<file path="src/rtl/float_floor_if.sv">
// Operand/result stream bundle for the floor unit: operand in with valid/ready,
// result out with valid/ready. master = producer/consumer side, slave = the unit.
interface float_floor_if;
  logic [31:0] in_a;
  logic        in_valid;
  logic        in_ready;
  logic [31:0] out_z;
  logic        out_inexact;
  logic        out_valid;
  logic        out_ready;

  modport master (
    output in_a, in_valid, out_ready,
    input  in_ready, out_z, out_inexact, out_valid
  );

  modport slave (
    input  in_a, in_valid, out_ready,
    output in_ready, out_z, out_inexact, out_valid
  );
endinterface

</file>
<file path="src/rtl/float_floor.sv">
// IEEE-754 single floor (round toward -inf), 3-stage pipeline: unpack, mask/select, add/pack.
// Latency 3 edges from accept; a stalled output freezes every stage (in_ready drops).
module float_floor #(
  parameter bit QUIET_NAN = 1'b1,
  parameter bit DAZ       = 1'b0
) (
  input logic         clk,
  input logic         rst_n,
  float_floor_if.slave bus
);

  typedef enum logic [2:0] {
    K_PASS,
    K_NAN,
    K_ZERO,
    K_SMALL,
    K_MID
  } kind_t;

  logic adv;
  assign adv          = !bus.out_valid || bus.out_ready;
  assign bus.in_ready = adv;

  // ---------------- S1: classify ----------------
  kind_t       kind_in;
  logic [7:0]  e_in;
  logic [22:0] f_in;

  assign e_in = bus.in_a[30:23];
  assign f_in = bus.in_a[22:0];

  always_comb begin
    kind_in = K_PASS;
    if (e_in == 8'hFF) begin
      kind_in = (f_in != 23'd0) ? K_NAN : K_PASS;
    end else if (e_in >= 8'd150) begin
      kind_in = K_PASS;
    end else if (e_in == 8'd0) begin
      if (f_in == 23'd0) kind_in = K_PASS;
      else               kind_in = DAZ ? K_ZERO : K_SMALL;
    end else if (e_in < 8'd127) begin
      kind_in = K_SMALL;
    end else begin
      kind_in = K_MID;
    end
  end

  logic        v1;
  logic [31:0] a1;
  kind_t       k1;

  always_ff @(posedge clk or negedge rst_n) begin
    if (!rst_n) begin
      v1 <= 1'b0;
      a1 <= 32'd0;
      k1 <= K_PASS;
    end else if (adv) begin
      v1 <= bus.in_valid;
      a1 <= bus.in_a;
      k1 <= kind_in;
    end
  end

  // ---------------- S2: mask and adjust select ----------------
  // For e in 127..149, E = e-127 equals e[4:0]+1 modulo 32.
  logic [4:0]  sh;
  logic [22:0] mask;
  logic [31:0] base_c;
  logic [30:0] add_c;
  logic        ix_c;

  assign sh   = a1[27:23] + 5'd1;
  assign mask = 23'h7FFFFF >> sh;

  always_comb begin
    base_c = a1;
    add_c  = 31'd0;
    ix_c   = 1'b0;
    unique case (k1)
      K_NAN:   base_c = a1 | (QUIET_NAN ? 32'h0040_0000 : 32'h0);
      K_ZERO:  base_c = {a1[31], 31'd0};
      K_SMALL: begin
        base_c = a1[31] ? 32'hBF80_0000 : 32'h0000_0000;
        ix_c   = 1'b1;
      end
      K_MID: begin
        if ((a1[22:0] & mask) != 23'd0) begin
          base_c = {a1[31:23], a1[22:0] & ~mask};
          ix_c   = 1'b1;
          // Negative values step down one unit; the carry may ripple into the exponent.
          if (a1[31]) add_c = {7'd0, {1'b0, mask} + 24'd1};
        end
      end
      default: ;
    endcase
  end

  logic        v2;
  logic [31:0] base2;
  logic [30:0] add2;
  logic        ix2;

  always_ff @(posedge clk or negedge rst_n) begin
    if (!rst_n) begin
      v2    <= 1'b0;
      base2 <= 32'd0;
      add2  <= 31'd0;
      ix2   <= 1'b0;
    end else if (adv) begin
      v2    <= v1;
      base2 <= base_c;
      add2  <= add_c;
      ix2   <= ix_c;
    end
  end

  // ---------------- S3: add and pack into output registers ----------------
  always_ff @(posedge clk or negedge rst_n) begin
    if (!rst_n) begin
      bus.out_valid   <= 1'b0;
      bus.out_z       <= 32'd0;
      bus.out_inexact <= 1'b0;
    end else if (adv) begin
      bus.out_valid   <= v2;
      bus.out_z       <= {base2[31], base2[30:0] + add2};
      bus.out_inexact <= ix2;
    end
  end

endmodule

</file>
<file path="src/flat_wrapper.sv">
// flat-port wrapper written by rule: the top's interface ports become plain ports
module float_floor_flat 
#(
  parameter bit QUIET_NAN = 1'b1,
  parameter bit DAZ       = 1'b0
)
  (clk, rst_n, bus_in_a, bus_in_valid, bus_out_ready, bus_in_ready, bus_out_z, bus_out_inexact, bus_out_valid);
  float_floor_if bus_i ();
  input logic clk;
  input logic rst_n;
  input wire logic [$bits(bus_i.in_a)-1:0] bus_in_a;
  input wire logic [$bits(bus_i.in_valid)-1:0] bus_in_valid;
  input wire logic [$bits(bus_i.out_ready)-1:0] bus_out_ready;
  output wire logic [$bits(bus_i.in_ready)-1:0] bus_in_ready;
  output wire logic [$bits(bus_i.out_z)-1:0] bus_out_z;
  output wire logic [$bits(bus_i.out_inexact)-1:0] bus_out_inexact;
  output wire logic [$bits(bus_i.out_valid)-1:0] bus_out_valid;
  assign bus_i.in_a = bus_in_a;
  assign bus_i.in_valid = bus_in_valid;
  assign bus_i.out_ready = bus_out_ready;
  assign bus_in_ready = bus_i.in_ready;
  assign bus_out_z = bus_i.out_z;
  assign bus_out_inexact = bus_i.out_inexact;
  assign bus_out_valid = bus_i.out_valid;
  float_floor #(.QUIET_NAN(QUIET_NAN), .DAZ(DAZ)) u_core (.clk(clk), .rst_n(rst_n), .bus(bus_i));
endmodule
</file>
<file path="config.mk">
export PLATFORM = sky130hd
export DESIGN_NAME = float_floor_flat
export DESIGN_NICKNAME = d
export VERILOG_FILES = /design/src/rtl/float_floor_if.sv /design/src/rtl/float_floor.sv /design/src/flat_wrapper.sv
export SDC_FILE = /design/constraint.sdc
export NUM_CORES = 1
export LEC_CHECK = 0
export CAP_MARGIN = 20
export CORE_AREA = 2 2 156 158
export DETAILED_ROUTE_END_ITERATION = 12
export DIE_AREA = 0 0 158 160
export PLACE_DENSITY = 0.43
export SYNTH_ARGS = -nofsm -noshare
export SYNTH_HDL_FRONTEND = slang
export SYNTH_SLANG_ARGS = --single-unit
</file>
<file path="constraint.sdc">
create_clock -name clk -period 6.1 [get_ports clk]
set_input_delay 0.915 -clock clk [delete_from_list [all_inputs] [get_ports clk]]
set_output_delay 0.915 -clock clk [all_outputs]
set_load 0.03 [all_outputs]
</file>
==> impl_metrics.tcl <==
set metrics [dict create \
    outcome "complete, no violations" \
    worstPathArrival_ps 4090 \
    grt_pass1_vias 5901 \
    cts_inserted_buffers 17 \
    critPathTopFamily "simple AND/OR/NAND/NOR gates" \
    synthCells 784 \
    final_cell_mix "nand2_1, dfrtp_1, clkdlybuf4s50_1, o21ai_0, a21oi_1" \
    tightestPinTransition_ps 1090 \
    path_clk_slew_ps 60 \
    htreeDepth 4 \
    cts_setup_buffers 0 \
    nets 904 \
    max_slew_margin 0.269 \
    place_area_um2 7970 \
    core_um2 23800 \
    pre_cts_ws_ps 2300 \
    crit_type "reg -> reg" \
    yosysWarnings 0 \
    die_area_um2 25300 \
    reg2reg_depth 11 \
    crit_path_max_incr_delay_ps 610 \
    gp_congestion 0.842 \
    drtIter0Drc 548 \
    syn_area_um2 7000 \
    grt_overflow 0 \
    cp_max_fo 15 \
    synthArstFlopShare 1.00 \
    drive_gt1_frac 0.0646 \
    initial_core_util 0.294 \
    reg2reg_from "u_core.a1[24]" \
    drc_errors 0 \
    diodes 0 \
    fmax_mhz 265 \
    drtPass1Iterations 7 \
    cts.sinks 128 \
    start_kind "flip-flop" \
    ir_worst_vdd_uv 141 \
    synth_fp_nets 850 \
    hp-class "reg -> reg" \
    fp.dieW_um 158 \
    syn2layout_area_growth_pct 22.4 \
    dpl.hpwl_mm 14.3 \
    cts_hold_buf 0 \
    whs_endpoint "u_core.v2" \
    fin_skew_ps 10.2 \
    hold_viol 0 \
    synth_largest_area_cell "dfrtp_1" \
    postRouteAntennaNets 0 \
    grt_max_degree 105 \
    synth_top_area_frac 0.458 \
    routedWlPerCell_um 16.9 \
    synth_area_leaders "dfrtp_1, nand2_1, ha_1" \
    clock-root-buffer "clkbuf_16" \
    cp_cell_sequence "ha_1 -> inv_1 -> ha_1 -> nand2b_1 -> nand2_1 -> nand2_2 -> a221o_1 -> a32o_1 -> and2_1 -> nand2_1 -> a32o_1" \
    clk_latency_ps 430 \
    r2r_setup_slack_ps 2330 \
    ios 71 \
    final_area_um2 8560 \
    period_share 0.619 \
    max-cap-violations 0 \
    final_common_cell "nand2_1" \
    die-height_um 160 \
    fillCellCount 2510 \
    r2r-end "u_core.base2[21]" \
    ys_ff_latch 128 \
    synth-edff-count 0 \
    setup_viol 0 \
    synth_seq_area_share 0.458 \
    critPathBufInv 1 \
    cts_buffer_depth 2 \
    track_usage 0.167 \
    avgSynthCellArea_um2 8.92 \
    grt_pass1_wl_mm 32.9 \
    worstHoldPathCells 2 \
    required_ps 6420 \
    endpoint_kind "flip-flop" \
    finalCriticalPeriod_ps 3770 \
    rows 57 \
    rsz0062_at_grt "false" \
    vias 5919 \
    antenna_found_initial 0 \
    post_cts_resized 0 \
    power.density_nw_per_um2 454 \
    setup_tns_ps 0 \
    routed_wl_mm 19.9 \
    setup_slack_ps 2330 \
    total_power_mw 3.89 \
    synthFlopType "dfrtp_1" \
    viasPerCell 5.04 \
    slew_violations 0 \
    portBuffers 70 \
    leakage_nw 3.76 \
    ys_types 60 \
    worstHoldStart "u_core.v2" \
    cts_tree "done" \
    slowest_stage "a32o_1" \
]
[worst min-delay path, delay by kind of cell (launching register included)]
family,cells,cell delay (ps)
AND/OR/NAND/NOR,2,100
flip-flops,1,330
[power by group]
part | leakage, nW | total [mW] | switching (mW) | internal [mW]
Sequential | 1.62 | 1.35 | 0.235 | 1.11
Clock | 0.258 | 0.990 | 0.415 | 0.575
Combinational | 1.88 | 1.55 | 0.961 | 0.591
[routing by layer]
layer  up-vias  wire length (um)  GRT usage  part of all wire
met1      2861             10200      0.250              0.51
met5         -                 0          0                 0
li1       2906                 -          -                 -
met4         0               486     0.0659             0.024
met2       123              8670      0.240              0.44
met3        29               587     0.0255             0.029
[flip-flops by register name, indices dropped and copies added (netlist names)]
register	count
u_core.bus.out_z	32
u_core.v2	1
u_core.bus.out_inexact	1
u_core.ix2	1
u_core.base2	32
u_core.a1	32
u_core.add2	24
u_core.v1	1
u_core.k1	3
u_core.bus.out_valid	1
[kinds of logic (layout without fill, tap and decap cells)]
family	Yosys count	after routing	share of synthesized area
buffers and inverters	57	124	0.0336
muxes	1	1	0.00143
DFF	128	128	0.458
AOI/OAI and AO/OA	223	223	0.206
adders and majority gates	30	30	0.0547
xor gates and xnor gates	39	39	0.0536
and+or+nand+nor	306	306	0.193
[layout make-up]
| cell class | count | area, um^2 | area share |
|---|---|---|---|
| timing repair buffer | 77 | 763 | 0.0891 |
| tap | 324 | 405 | 0.0473 |
| clock buffer | 18 | 439 | 0.0513 |
| multi-input combinational | 599 | 3570 | 0.416 |
| inverter | 15 | 56.3 | 0.00657 |
| sequential | 128 | 3200 | 0.374 |
| clock inverter | 14 | 131 | 0.0153 |
[how the worst max path moves through the flow]
stage                  start               end  slack, ps  depth (start not counted)
2_1_floorplan  u_core.a1[24]   u_core.add2[17]       3260                         13
3_3_place_gp   bus_out_ready      bus_in_ready       2310                          4
3_5_place_dp   bus_out_ready      bus_in_ready       2300                          4
4_1_cts        bus_out_ready      bus_in_ready       2300                          4
5_1_grt        u_core.a1[24]  u_core.base2[21]       2080                         11
6_report       u_core.a1[24]  u_core.base2[21]       2330                         11
[per-stage QoR]
step	hold slack, ps	util	cells
5_1_grt	485	0.360	1175
6_report	458	0.360	1175
3_3_place_gp	443	0.335	1142
2_1_floorplan	430	-	784
3_5_place_dp	447	0.335	1142
4_1_cts	462	0.359	1174
[cells in the mapped netlist, types with 2 or more instances]
master and count:
a31oi_1 3, o31ai_1 9, dfrtp_1 128, nand3_1 9
nand2_1 180, nand2b_1 11, a21oi_1 62, nor4_1 8
a2111oi_0 3, buf_2 5, nor3_1 10, inv_1 14
or4_1 3, or2_2 2, a31o_2 2, a21o_1 15
o21ai_0 62, o21a_1 4, a221oi_1 2, a22o_1 5
nor2b_1 5, o211ai_1 7, xor2_1 18, clkbuf_1 33
ha_1 29, nand4_1 7, a211oi_1 10, a32o_1 23
buf_1 2, buf_6 2, and2_1 3, and3_1 14
xnor2_1 18, nor2_1 47, o21ai_1 4
No activity file was read; power rests on OpenSTA's default activity.
